**config.mk**
```make
export PLATFORM = sky130hd
export DESIGN_NAME = ifu_fetch_flat
export DESIGN_NICKNAME = d
export VERILOG_FILES = /design/src/rtl/riscv_pkg.sv /design/src/rtl/ifu_fetch_if.sv /design/src/rtl/ifu_fetch_program_counter.sv /design/src/rtl/ifu_fetch.sv /design/src/flat_wrapper.sv
export SDC_FILE = /design/constraint.sdc
export NUM_CORES = 1
export LEC_CHECK = 0
export ABC_AREA = 1
export CORE_MARGIN = 2
export CORE_UTILIZATION = 50
export CTS_BUF_LIST = sky130_fd_sc_hd__clkbuf_16
export DETAILED_ROUTE_END_ITERATION = 8
export PLACE_DENSITY = 0.91
export SYNTH_ARGS = -nofsm -noshare
export SYNTH_HDL_FRONTEND = slang
export SYNTH_SLANG_ARGS = --single-unit
```
**constraint.sdc**
```tcl
create_clock -name clk -period 5.15 [get_ports clk]
set_clock_uncertainty 0.1 [all_clocks]
set_input_delay 1.03 -clock clk [delete_from_list [all_inputs] [get_ports clk]]
set_output_delay 1.03 -clock clk [all_outputs]
set_load 0.01 [all_outputs]
```
**src/rtl/riscv_pkg.sv**
```systemverilog
// Shared RISC-V constants: opcodes, the NOP reset value of IR, PC mux selects
// and the fetch-unit state encoding.
package riscv_pkg;

  localparam logic [6:0] OP_R      = 7'h33;
  localparam logic [6:0] OP_I      = 7'h13;
  localparam logic [6:0] OP_LOAD   = 7'h03;
  localparam logic [6:0] OP_STORE  = 7'h23;
  localparam logic [6:0] OP_BRANCH = 7'h63;
  localparam logic [6:0] OP_JAL    = 7'h6f;
  localparam logic [6:0] OP_JALR   = 7'h67;
  localparam logic [6:0] OP_LUI    = 7'h37;
  localparam logic [6:0] OP_AUIPC  = 7'h17;

  localparam logic [31:0] NOP_INSTR = 32'h0000_0013;

  localparam int PCSEL_PLUS4  = 0;
  localparam int PCSEL_TARGET = 1;

  typedef enum logic [0:0] {
    IFU_IDLE = 1'b0,
    IFU_REQ  = 1'b1
  } ifu_state_e;

endpackage

```
**src/rtl/ifu_fetch_if.sv**
```systemverilog
// Instruction-memory read port between the fetch unit (master) and memory (slave).
interface ifu_fetch_if #(
  parameter int XLEN = 32
);
  // imem_req and imem_addr are held stable from the first request cycle until
  // the clock edge at which imem_ready is sampled high; that edge transfers
  // imem_rdata. imem_ready is ignored while imem_req is low.
  logic            imem_req;
  logic [XLEN-1:0] imem_addr;
  logic            imem_ready;
  logic [XLEN-1:0] imem_rdata;

  modport master (
    output imem_req,
    output imem_addr,
    input  imem_ready,
    input  imem_rdata
  );

  modport slave (
    input  imem_req,
    input  imem_addr,
    output imem_ready,
    output imem_rdata
  );
endinterface

```
**src/rtl/ifu_fetch_program_counter.sv**
```systemverilog
// PC register with +4 adder, source mux, one-deep pending update slot used
// while a fetch is outstanding, and a sticky misaligned-target flag.
module program_counter
  import riscv_pkg::*;
#(
  parameter int              XLEN     = 32,
  parameter logic [XLEN-1:0] RESET_PC = '0,
  parameter int              pcmux_N  = 2
) (
  input  logic                       clk,
  input  logic                       rst,
  input  logic                       idle_i,
  input  logic                       pcnextctl_i,
  input  logic [$clog2(pcmux_N)-1:0] pcmuxctl_i,
  input  logic [XLEN-1:0]            pc_target_i,
  output logic [XLEN-1:0]            pc_o,
  output logic [XLEN-1:0]            pc_next_o,
  output logic [XLEN-1:0]            pc_plus4_o,
  output logic                       misalign_err_o
);

  localparam int SW = $clog2(pcmux_N);

  logic [XLEN-1:0] pc_q, pc_d;
  logic            pend_v_q, pend_v_d;
  logic [SW-1:0]   pend_sel_q, pend_sel_d;
  logic [XLEN-1:0] pend_tgt_q, pend_tgt_d;
  logic            mis_q, mis_d;

  logic            upd_en;
  logic [SW-1:0]   upd_sel;
  logic [XLEN-1:0] upd_tgt;
  logic [XLEN-1:0] sel_val;
  logic            sel_hit;
  logic            misalign;

  assign pc_plus4_o = pc_q + XLEN'(4);

  always_comb begin
    pend_v_d   = pend_v_q;
    pend_sel_d = pend_sel_q;
    pend_tgt_d = pend_tgt_q;
    upd_en     = 1'b0;
    upd_sel    = pcmuxctl_i;
    upd_tgt    = pc_target_i;
    // A fresh request in IDLE supersedes anything left in the slot.
    if (idle_i) begin
      pend_v_d = 1'b0;
      if (pcnextctl_i) begin
        upd_en = 1'b1;
      end else if (pend_v_q) begin
        upd_en  = 1'b1;
        upd_sel = pend_sel_q;
        upd_tgt = pend_tgt_q;
      end
    end else if (pcnextctl_i) begin
      pend_v_d   = 1'b1;
      pend_sel_d = pcmuxctl_i;
      pend_tgt_d = pc_target_i;
    end

    sel_val = pc_q;
    sel_hit = 1'b0;
    if (upd_en) begin
      if (upd_sel == SW'(PCSEL_PLUS4)) begin
        sel_val = pc_plus4_o;
        sel_hit = 1'b1;
      end else if (upd_sel == SW'(PCSEL_TARGET)) begin
        sel_val = upd_tgt;
        sel_hit = 1'b1;
      end
    end
    misalign = sel_hit && (sel_val[1:0] != 2'b00);
    pc_d     = (sel_hit && !misalign) ? sel_val : pc_q;
    mis_d    = mis_q | misalign;
  end

  always_ff @(posedge clk) begin
    if (rst) begin
      pc_q       <= RESET_PC;
      pend_v_q   <= 1'b0;
      pend_sel_q <= '0;
      pend_tgt_q <= '0;
      mis_q      <= 1'b0;
    end else begin
      pc_q       <= pc_d;
      pend_v_q   <= pend_v_d;
      pend_sel_q <= pend_sel_d;
      pend_tgt_q <= pend_tgt_d;
      mis_q      <= mis_d;
    end
  end

  assign pc_o           = pc_q;
  assign pc_next_o      = pc_d;
  assign misalign_err_o = mis_q;

endmodule

```
**src/rtl/ifu_fetch.sv**
```systemverilog
// Instruction fetch unit: PC, IR and the IDLE/REQ fetch FSM with field decode.
// Define IFU_TIMEOUT_EN to abort fetches after TIMEOUT_CYCLES request cycles.
module ifu_fetch
  import riscv_pkg::*;
#(
  parameter int              XLEN           = 32,
  parameter logic [XLEN-1:0] RESET_PC       = 32'h0000_0000,
  parameter int              pcmux_N        = 2,
  parameter int              TIMEOUT_CYCLES = 16
) (
  input  logic                                   clk,
  input  logic                                   rst,
  input  logic                                   instrre,
  input  logic                                   pcnextctl,
  input  logic [$clog2(pcmux_N)-1:0]             pcmuxctl,
  input  logic [XLEN-1:0]                        pc_target,
  ifu_fetch_if.master                            imem,
  output logic [XLEN-1:0]                        instr,
  output logic [6:0]                             opcode,
  output logic [2:0]                             func3,
  output logic                                   func7b5,
  output logic [4:0]                             rd,
  output logic [4:0]                             rs1,
  output logic [4:0]                             rs2,
  output logic [XLEN-1:0]                        pc,
  output logic [XLEN-1:0]                        pc_plus4,
  output logic                                   instr_valid,
  output logic                                   fetch_busy,
  output logic                                   misalign_err,
  output logic                                   bus_err,
  output ifu_state_e                             dbg_state_o,
  output logic [$clog2(TIMEOUT_CYCLES+1)-1:0]    dbg_wait_o
);

  localparam int TO_W = $clog2(TIMEOUT_CYCLES + 1);

  ifu_state_e      state_q, state_d;
  logic [XLEN-1:0] ir_q, ir_d;
  logic            valid_q, valid_d;
  logic [XLEN-1:0] addr_q, addr_d;
  logic [XLEN-1:0] pc_next;

  program_counter #(
    .XLEN     (XLEN),
    .RESET_PC (RESET_PC),
    .pcmux_N  (pcmux_N)
  ) u_pc (
    .clk            (clk),
    .rst            (rst),
    .idle_i         (state_q == IFU_IDLE),
    .pcnextctl_i    (pcnextctl),
    .pcmuxctl_i     (pcmuxctl),
    .pc_target_i    (pc_target),
    .pc_o           (pc),
    .pc_next_o      (pc_next),
    .pc_plus4_o     (pc_plus4),
    .misalign_err_o (misalign_err)
  );

`ifdef IFU_TIMEOUT_EN
  logic [TO_W-1:0] wait_q, wait_d;
  logic            berr_q, berr_d;
  logic            timeout;

  assign timeout = (state_q == IFU_REQ) && !imem.imem_ready &&
                   (wait_q == TO_W'(TIMEOUT_CYCLES - 1));
  assign wait_d  = (state_q == IFU_REQ && state_d == IFU_REQ) ? wait_q + TO_W'(1) : '0;
  assign berr_d  = berr_q | timeout;

  always_ff @(posedge clk) begin
    if (rst) begin
      wait_q <= '0;
      berr_q <= 1'b0;
    end else begin
      wait_q <= wait_d;
      berr_q <= berr_d;
    end
  end

  assign bus_err    = berr_q;
  assign dbg_wait_o = wait_q;
`else
  logic timeout;
  assign timeout    = 1'b0;
  assign bus_err    = 1'b0;
  assign dbg_wait_o = '0;
`endif

  always_comb begin
    state_d = state_q;
    ir_d    = ir_q;
    valid_d = valid_q;
    addr_d  = addr_q;
    case (state_q)
      IFU_IDLE: begin
        // The address uses the post-update PC so a same-cycle PC change is fetched.
        if (instrre) begin
          state_d = IFU_REQ;
          valid_d = 1'b0;
          addr_d  = {pc_next[XLEN-1:2], 2'b00};
        end
      end
      IFU_REQ: begin
        if (imem.imem_ready) begin
          state_d = IFU_IDLE;
          ir_d    = imem.imem_rdata;
          valid_d = 1'b1;
        end else if (timeout) begin
          state_d = IFU_IDLE;
        end
      end
      default: state_d = IFU_IDLE;
    endcase
    if (pc_next != pc) valid_d = 1'b0;
  end

  always_ff @(posedge clk) begin
    if (rst) begin
      state_q <= IFU_IDLE;
      ir_q    <= NOP_INSTR;
      valid_q <= 1'b0;
      addr_q  <= {RESET_PC[XLEN-1:2], 2'b00};
    end else begin
      state_q <= state_d;
      ir_q    <= ir_d;
      valid_q <= valid_d;
      addr_q  <= addr_d;
    end
  end

  assign imem.imem_req  = (state_q == IFU_REQ);
  assign imem.imem_addr = addr_q;
  assign fetch_busy     = (state_q == IFU_REQ);
  assign instr_valid    = valid_q;
  assign dbg_state_o    = state_q;

  assign instr   = ir_q;
  assign opcode  = ir_q[6:0];
  assign func3   = ir_q[14:12];
  assign func7b5 = ir_q[30];
  assign rd      = ir_q[11:7];
  assign rs1     = ir_q[19:15];
  assign rs2     = ir_q[24:20];

endmodule

```
**src/flat_wrapper.sv**
```systemverilog
// flat-port wrapper written by rule: the top's interface ports become plain ports
module ifu_fetch_flat import riscv_pkg::*;
#(
  parameter int              XLEN           = 32,
  parameter logic [XLEN-1:0] RESET_PC       = 32'h0000_0000,
  parameter int              pcmux_N        = 2,
  parameter int              TIMEOUT_CYCLES = 16
)
  (clk, rst, instrre, pcnextctl, pcmuxctl, pc_target, instr, opcode, func3, func7b5, rd, rs1, rs2, pc, pc_plus4, instr_valid, fetch_busy, misalign_err, bus_err, dbg_state_o, dbg_wait_o, imem_imem_req, imem_imem_addr, imem_imem_ready, imem_imem_rdata);
  ifu_fetch_if #(.XLEN(XLEN)) imem_i ();
  input  logic clk;
  input  logic rst;
  input  logic instrre;
  input  logic pcnextctl;
  input  logic [$clog2(pcmux_N)-1:0] pcmuxctl;
  input  logic [XLEN-1:0] pc_target;
  output logic [XLEN-1:0] instr;
  output logic [6:0] opcode;
  output logic [2:0] func3;
  output logic func7b5;
  output logic [4:0] rd;
  output logic [4:0] rs1;
  output logic [4:0] rs2;
  output logic [XLEN-1:0] pc;
  output logic [XLEN-1:0] pc_plus4;
  output logic instr_valid;
  output logic fetch_busy;
  output logic misalign_err;
  output logic bus_err;
  output ifu_state_e dbg_state_o;
  output logic [$clog2(TIMEOUT_CYCLES+1)-1:0] dbg_wait_o;
  output wire logic [$bits(imem_i.imem_req)-1:0] imem_imem_req;
  output wire logic [$bits(imem_i.imem_addr)-1:0] imem_imem_addr;
  input wire logic [$bits(imem_i.imem_ready)-1:0] imem_imem_ready;
  input wire logic [$bits(imem_i.imem_rdata)-1:0] imem_imem_rdata;
  assign imem_imem_req = imem_i.imem_req;
  assign imem_imem_addr = imem_i.imem_addr;
  assign imem_i.imem_ready = imem_imem_ready;
  assign imem_i.imem_rdata = imem_imem_rdata;
  ifu_fetch #(.XLEN(XLEN), .RESET_PC(RESET_PC), .pcmux_N(pcmux_N), .TIMEOUT_CYCLES(TIMEOUT_CYCLES)) u_core (.clk(clk), .rst(rst), .instrre(instrre), .pcnextctl(pcnextctl), .pcmuxctl(pcmuxctl), .pc_target(pc_target), .imem(imem_i), .instr(instr), .opcode(opcode), .func3(func3), .func7b5(func7b5), .rd(rd), .rs1(rs1), .rs2(rs2), .pc(pc), .pc_plus4(pc_plus4), .instr_valid(instr_valid), .fetch_busy(fetch_busy), .misalign_err(misalign_err), .bus_err(bus_err), .dbg_state_o(dbg_state_o), .dbg_wait_o(dbg_wait_o));
endmodule
```
# ---- Word-level counts from Yosys, hierarchy flattened
# Index checks and enable logic that the tools add are counted.
dict set report word_totals {
  output_inout_bits 165
  regBits 131
}
dict set report op_classes {
  reduce_logical 10
  bitwise_logic 2
  add_sub_neg 1
  n_mux 19
  n_eq_ne 3
}
# cell n
set op_table {}
lappend op_table {{2-to-1 mux 32 bit} 6}
lappend op_table {{adder 32 x 3 -> 32 bit, second input constant} 1}
lappend op_table {{inequality test 32 bit} 1}
lappend op_table {{2-to-1 mux 1 bit} 11}
lappend op_table {{AND reduction 2 bit} 4}
lappend op_table {{inequality test 2 bit, second input constant} 2}
lappend op_table {{case mux 1 bit (2 select lines)} 2}
lappend op_table {{OR reduction 2 bit} 2}
lappend op_table {{logical AND 1 bit} 2}
lappend op_table {{nonzero test 2 bit} 1}
lappend op_table {{logical NOT 1 bit} 1}
lappend op_table {{inverter 1 bit} 1}
lappend op_table {{OR 1 bit} 1}

# ---- Longest topological paths before layout
# Gate-level depths: netlist of the first run.
dict set report logic_depth {
  depth_word 12
  ltp_mapped 19
  depth_no_buf 18
}

# ---- Modules after synthesis
# A second synthesis of the first run with hierarchy kept.
dict set report unflattened {
  cells_unflattened 1151
  hier_area_um2 7194.4
}
# module cells_each area_per_inst_um2 instances
set modules_own_cells {}
lappend modules_own_cells {program_counter 712 4147.7 1}
lappend modules_own_cells {ifu_fetch 439 3046.7 1}

# ---- Worst setup path after synthesis of the first run
# No wires, ideal clock.
dict set report synth_path {
  path_kind {register -> output}
  start {reg u_core.u_pc.pc_q[3] (netlist: u_core.u_pc.pc_o[3])}
  end {out pc_plus4[28]}
  stages_incl_launch_ff 7
  t_arrival_ps 1661
  slack_ps 2359
  n_path_buf 0
  cell_sequence {dfxtp_1 > ha_1 > nand3_1 > nor2_2 > nand2_1 > nor3_1 > xor2_1}
}
dict set report synth_between {
  elab_chain_cells 1
}
# element line_no
set synth_rtl {}
lappend synth_rtl {{from (decl)} ifu_fetch_program_counter.sv:24} ;# logic [XLEN-1:0] pc_q, pc_d;
lappend synth_rtl {{from (signal assigned)} ifu_fetch_program_counter.sv:86} ;# pc_q <= pc_d;
lappend synth_rtl {{adder 32 x 3 -> 32 bit} ifu_fetch_program_counter.sv:37} ;# assign pc_plus4_o = pc_q + XLEN'(4);
lappend synth_rtl {{to (decl)} flat_wrapper.sv:25} ;# output logic [XLEN-1:0] pc_plus4;
# Every way passes these cells.

# ---- Worst setup path in the final report of the first run
# Ends and elaborated chain as after synthesis.

==> reports/metrics.csv, run 1 <==
stage,metric,value,unit
placed_design,io_buffer_count,226,
synthesis,yosysWarnings,0,
grt,grt_max_degree,82,
synthesis,yosys.cell_types.count,32,
placed_design,dp_hpwl,18.59,mm
detailed_routing,postRouteAntennaNets,0,
placed_design,placed_area,9181,um^2
timing,period_share,78.42,%
detailed_routing,drcViolationCount,0,
critical_path,crit_chain,ha_1 > nand3_1 > nor2_2 > nand2_1 > nor3_1 > xor2_1 > clkdlybuf4s50_1,
grt,grt_pass1_vias,7475,
timing,max_freq,247.6,MHz
timing,tns,0,ns
timing,rsz0062_at_grt,no,
timing,finalMaxSlewViolations,0,
timing,fin_crit,4.039,ns
clock_tree,cts.sinks,131,
clock_tree,clk_latency,0.42,ns
clock_tree,cts-root-buf,clkbuf_16,
synthesis,syn-cell-area,7092,um^2
critical_path,slowest_delay,0.58,ns
run,maxCapViolations,0,
timing,finalHoldViolCount,0,
layout,drive_gt1_share,4.106,%
detailed_routing,num_vias,8154,
critical_path,crit_required,4.02,ns
clock_tree,cts_buffer_depth,2,
timing,slew_headroom,49.94,%
clock_tree,cts-htree-levels,4,
layout,fillerInstances,1178,
floorplanning,num_io_pins,235,
power,powerDensity,315.2,nW/um^2
layout,syn2layout_area_growth,37.90,%
critical_path,worst-path-max-fanout,6,
grt,grt_pass1_wl,38.01,mm
critical_path,cp.arrival,2.91,ns
synthesis,avgSynthCellArea,6.293,um^2
floorplanning,start_util,51.09,%
clock_tree,cts_resized,0,
layout,final_area,9779,um^2
grt,gr-usage-all-layers,32.83,%
clock_tree,numCtsBuffers,17,
clock_tree,cts_tree,yes,
layout,n_antenna_cell,0,
grt,grt_remaining_overflow,0,
detailed_routing,drtIter0Drc,592,
synthesis,syn-instance-count,1127,
timing,tightestPinTransition,0.7510,ns
critical_path,critical-path-slowest-cell,clkdlybuf4s50_1,
hold_path,hold_class,reg -> reg,
detailed_routing,wl_per_cell,16.65,um
timing,layout_setup_ws,1.111,ns
layout,final_nets,1373,
power,leakage,4.231,nW
synthesis,synth-seq-cells,131,
floorplanning,die-width,123.1,um
floorplanning,rows,43,
detailed_routing,vias_per_cell,5.454,
run_status,status,finished clean,
critical_path,cp-end-kind,output pin,
detailed_routing,wirelength,24.89,mm
clock_tree,clkTransAtPathRegs,0.06,ns
clock_tree,cts_setup_buffers,0,
floorplanning,dieArea,15150,um^2
timing,setup_violations,0,
placed_design,place_congestion,1.007,
power,ir_drop,0.0002056,V
placed_design,dp_slack,1.051,ns
synthesis,ys_seq_area_share,36.98,%
critical_path,critPathKind,reg -> out,
floorplanning,die_h,123.1,um
clock_tree,hold_buffers,0,
critical_path,worstSetupStartpointType,register,
floorplanning,core-area,13880,um^2
detailed_routing,drtPass1Iterations,6,
timing,hold-worst-slack,0.3494,ns
grt,antenna_found_initial,0,
[worst paths after layout]
path | cells past startpoint | slack (ns) | startpoint | to
worst min register to register | 2 | 0.35 | u_core.u_pc.pend_tgt_q[27] | u_core.u_pc.pend_tgt_q[27]
worst min-delay path | 2 | 0.35 | u_core.u_pc.pend_tgt_q[27] | u_core.u_pc.pend_tgt_q[27]
worst max-delay path | 7 | 1.11 | u_core.u_pc.pc_o[3] | pc_plus4[28]
worst max register to register | 18 | 1.89 | u_core.dbg_state_o | u_core.instr_valid
[cell type report]
| class | count | area (um^2) | area share (%) |
|---|---|---|---|
| flip-flops and latches | 131 | 2623 | 26.82 |
| repair buffers | 241 | 2375 | 24.28 |
| well taps | 180 | 225.2 | 2.303 |
| multi-input cells | 788 | 3497 | 35.76 |
| clock inverters | 15 | 172.7 | 1.766 |
| clock buffers | 17 | 425.4 | 4.350 |
| inverters | 123 | 461.7 | 4.721 |
[kinds of logic after synthesis]
| kind of cell | Yosys count | share of synthesized area, % |
|---|---|---|
| xor+xnor | 2 | 0.2470 |
| flops | 131 | 36.98 |
| fa+ha+maj | 1 | 0.1764 |
| simple gates | 571 | 32.83 |
| buf+inv | 215 | 14.08 |
| compound gates | 206 | 15.63 |
| other cells | 1 | 0.05288 |
[critical path: cells and delay by family (launching register included)]
kind                       cells  cell delay [ns]
buffers and inverters          1             0.58
DFF                            1             0.44
xor gates and xnor gates       1             0.24
and+or+nand+nor                4             0.97
adders and majority gates      1             0.27
[sequential cells by signal (all words and copies together), names as in the netlist]
| name | cells |
|---|---|
| u_core.u_pc.misalign_err_o | 1 |
| u_core.dbg_state_o | 1 |
| u_core.u_pc.pend_sel_q | 1 |
| u_core.u_pc.pend_v_q | 1 |
| u_core.instr | 32 |
| u_core.u_pc.pc_o | 32 |
| u_core.instr_valid | 1 |
| u_core.imem.imem_addr | 30 |
| u_core.u_pc.pend_tgt_q | 32 |
[cells in the mapped netlist]
cell      instances  area (um^2)
nand2_1         262        983.4
nor2_1          194        728.2
dfxtp_1         131         2623
inv_1           119        446.7
o21ai_0         113        565.5
nand3_1          81        405.4
a21oi_1          51        255.2
buf_4            42        315.3
clkbuf_1         33        123.9
o22ai_1          18        112.6
nand4_1          16        100.1
buf_2            15        75.07
o211ai_1          9        67.56
nor3_1            7        35.03
nor2_2            6        37.54
o21ai_1           6        30.03
clkinv_1          3        11.26
buf_6             2        22.52
nand3_2           2        20.02
o21bai_1          2        15.01
o31ai_1           2        15.01
or2_2             2        12.51
xor2_1            2        17.52
a211oi_1          1        7.510
a21oi_2           1        8.760
a21oi_4           1        16.27
a22oi_1           1        7.510
conb_1            1        3.750
ha_1              1        12.51
inv_2             1        3.750
nand2_2           1        6.260
o21a_1            1        7.510
[cell usage in the layout, fill, tap and decap left out, types with 2 or more instances in the layout]
cell type and n:
o211ai_1 9, nor3_1 7, o21ai_0 113, clkinv_2 2, nand3_2 2, nor2_2 6
nor2_1 194, nand3_1 81, o21bai_1 2, inv_1 121, a21oi_1 51, o21ai_1 6
clkbuf_16 17, bufinv_16 4, nand2_1 262, clkinv_1 8, dfxtp_1 131, o31ai_1 2
xor2_1 2, conb_1 8, or2_2 2, buf_4 15, clkdlybuf4s50_1 226, nand4_1 16
o22ai_1 18
[routing by layer]
layer,track usage (%),share of wire [%],vias up
li1,-,-,3926
met1,37.15,38,3675
met2,56.15,48,466
met3,7.334,8.6,87
met4,20.17,5.3,0
met5,0,0,-
[where the power goes]
group          total, W  switching, W  internal [W]
logic          0.000676      0.000365      0.000311
clock network   0.00124      0.000446      0.000795
registers       0.00117     0.0000748       0.00109
[through the flow]
step                      util (%)  cells  total power (W)
final                        70.45   1495         0.003083
after global routing         70.45   1495         0.003212
after CTS                    70.45   1495         0.003081
after detailed placement     66.14   1463         0.001851
after global placement       66.14   1463         0.001840
after floorplan                  -   1134         0.001526
Note: power is estimated with default switching activity, not from simulation.
==> run 2: changes to the inputs <==
--- a/config.mk
+++ b/config.mk
@@ -7,10 +7,10 @@
 export LEC_CHECK = 0
 export ABC_AREA = 1
 export CORE_MARGIN = 2
-export CORE_UTILIZATION = 50
+export CORE_UTILIZATION = 42
 export CTS_BUF_LIST = sky130_fd_sc_hd__clkbuf_16
 export DETAILED_ROUTE_END_ITERATION = 8
-export PLACE_DENSITY = 0.91
+export PLACE_DENSITY = 0.82
 export SYNTH_ARGS = -nofsm -noshare
 export SYNTH_HDL_FRONTEND = slang
 export SYNTH_SLANG_ARGS = --single-unit
==> constraint.sdc (replaced) <==
create_clock -name clk -period 3.2 [get_ports clk]
set_clock_uncertainty 0.1 [all_clocks]
set_input_delay 0.64 -clock clk [delete_from_list [all_inputs] [get_ports clk]]
set_output_delay 0.64 -clock clk [all_outputs]
set_load 0.01 [all_outputs]
==> run 2 against run 1 <==
Compared with the run above: worst setup slack worse by 1.1 ns; non-clock buffer count up 27; clock power up 59%; sequential cell count unchanged; critical path depth unchanged; hold slack better by 0.0021 ns; via count down 0.58%; combinational power up 72%; first-iteration DRC count up 4.4%; power up 62%; core utilization down 8.4 points; largest cell class unchanged; highest routed layer unchanged.
==> reports/metrics.csv, run 2 (synthesis results as in run 1) <==
stage,metric,value,unit,change
detailed_routing,drtPass1Iterations,5,,was 6
critical_path,cp.arrival,2.42,ns,was 2.91 ns
detailed_routing,wl_per_cell,16.68,um,was 16.65 um
clock_tree,cts-root-buf,clkbuf_16,,unchanged
layout,final_util,62.02,%,was 70.45%
placed_design,placed_area,9494,um^2,was 9181 um^2
floorplanning,start_util,42.92,%,was 51.09%
grt,grt_pass1_wl,40.19,mm,was 38.01 mm
power,power.total,0.004997,W,was 0.003083 W
power,powerDensity,487.6,nW/um^2,was 315.2 nW/um^2
floorplanning,core-area,16520,um^2,was 13880 um^2
run_status,status,finished clean,,unchanged
floorplanning,num_io_pins,235,,unchanged
critical_path,worst-path-max-fanout,3,,was 6
clock_tree,cts-htree-levels,4,,unchanged
detailed_routing,postRouteAntennaNets,0,,unchanged
detailed_routing,vias_per_cell,5.190,,was 5.454
grt,grt_pass1_vias,7706,,was 7475
timing,tns,0,ns,unchanged
layout,layout_commonest_cell,nand2_1,,unchanged
clock_tree,clk_latency,0.42,ns,about the same
clock_tree,numCtsBuffers,17,,unchanged
floorplanning,die-width,133.9,um,was 123.1 um
timing,finalMaxSlewViolations,0,,unchanged
critical_path,critPathKind,reg -> out,,unchanged
detailed_routing,drtIter0Drc,618,,was 592
grt,grt_max_degree,71,,was 82
timing,hold-worst-slack,0.3514,ns,was 0.3494 ns
hold_path,hold_class,reg -> reg,,unchanged
placed_design,io_buffer_count,226,,unchanged
clock_tree,clkTransAtPathRegs,0.06,ns,about the same
placed_design,dp_hpwl,19.79,mm,was 18.59 mm
detailed_routing,num_vias,8107,,was 8154
timing,fin_crit,3.158,ns,
critical_path,worstSetupStartpointType,register,,unchanged
timing,tightestPinTransition,0.6565,ns,was 0.7510 ns
critical_path,crit_required,2.46,ns,was 4.02 ns
timing,slew_headroom,56.19,%,was 49.94%
timing,max_freq,316.7,MHz,
floorplanning,rows,47,,was 43
clock_tree,cts_buffer_depth,2,,unchanged
clock_tree,cts_tree,yes,,unchanged
power,leakage,4.418,nW,was 4.231 nW
clock_tree,cts.sinks,131,,unchanged
layout,fillerInstances,1561,,was 1178
layout,final_nets,1400,,was 1373
layout,syn2layout_area_growth,44.51,%,was 37.90%
layout,final_area,10250,um^2,was 9779 um^2
power,ir_drop,0.0003651,V,was 0.0002056 V
clock_tree,hold_buffers,0,,unchanged
critical_path,cp-end-kind,output pin,,unchanged
floorplanning,die_h,133.9,um,was 123.1 um
timing,finalHoldViolCount,0,,unchanged
timing,setup_violations,0,,unchanged
detailed_routing,drcViolationCount,0,,unchanged
timing,period_share,98.67,%,
grt,grt_remaining_overflow,0,,unchanged
layout,layout_common_cells,"258 x nand2_1, 224 x clkdlybuf4s50_1, 181 x nor2_1, 119 x inv_1, 115 x dfxtp_1",,"was 262 x nand2_1, 226 x clkdlybuf4s50_1, 194 x nor2_1, 131 x dfxtp_1, 121 x inv_1"
floorplanning,dieArea,17940,um^2,was 15150 um^2
detailed_routing,wirelength,26.05,mm,was 24.89 mm
layout,drive_gt1_share,9.389,%,was 4.106%
placed_design,place_congestion,1.030,,was 1.007
layout,n_antenna_cell,0,,unchanged
run,maxCapViolations,0,,unchanged
grt,gr-usage-all-layers,28.78,%,was 32.83%
grt,antenna_found_initial,0,,unchanged
[run 2: cell count changes in the layout (fill, tap and decap cells not counted), sizes merged]
cell | before | now
buf | 15 | 42
bufinv | 4 | 3
clkdlybuf4s50 | 226 | 224
clkinv | 11 | 10
clkinvlp | 1 | 3
dlygate4sd2 | 0 | 2
[run 2: routing by layer]
metal | global-route usage (%) | up-vias | part of all wire [%]
met2 | 49.20 | 397 | 47
met4 | 16.25 | 0 | 5.3
met5 | 0 | - | 0
met1 | 33.59 | 3662 | 40
li1 | - | 3967 | -
met3 | 5.858 | 81 | 7.6
[run 2: what timing repair did]
action	CTS	global route
endpoints found under the setup margin	11	18
resized for setup	17	36
buffers inserted	2	0
pin swaps	2	1
[run 2: worst paths after layout]
kind	startpoint	to	slack [ns]	depth (start not counted)
worst max-delay path	u_core.u_pc.pc_o[3]	pc_plus4[28]	0.04	7
worst min register to register	u_core.u_pc.pend_tgt_q[11]	u_core.u_pc.pend_tgt_q[11]	0.35	2
worst max register to register	u_core.dbg_state_o	u_core.imem.imem_addr[30]	0.61	16
worst min-delay path	u_core.u_pc.pend_tgt_q[11]	u_core.u_pc.pend_tgt_q[11]	0.35	2
[run 2: cell type report]
| class | count | area, um^2 | area share, % |
|---|---|---|---|
| sequential | 131 | 2648 | 25.83 |
| multi-input combinational | 788 | 3621 | 35.33 |
| clock inverter | 15 | 167.7 | 1.636 |
| inverter | 123 | 461.7 | 4.505 |
| tap | 220 | 275.3 | 2.686 |
| timing repair buffer | 268 | 2650 | 25.86 |
| clock buffer | 17 | 425.4 | 4.151 |
[run 2: critical path, stage by stage, from the launching register on]
cell             delay (ns)
dfxtp_2                0.35
ha_4                   0.16
nand3_2                0.12
nor2_4                 0.17
nand2_2                0.10
nor3_4                 0.29
xor2_2                 0.23
clkdlybuf4s50_1        0.57
[run 2: per-stage QoR]
stage | instances | setup slack, ns
finish | 1562 | 0.04248
global route | 1562 | -0.006460
CTS | 1562 | 0.001972
detailed placement | 1528 | 0.1474
global placement | 1528 | 0.1980
floorplan | 1134 | 0.7986
[run 2: where the power goes]
group	switching, W	internal (W)
Sequential	0.000105	0.00176
Clock	0.000757	0.00121
Combinational	0.000621	0.000541
Total	0.00148	0.00351
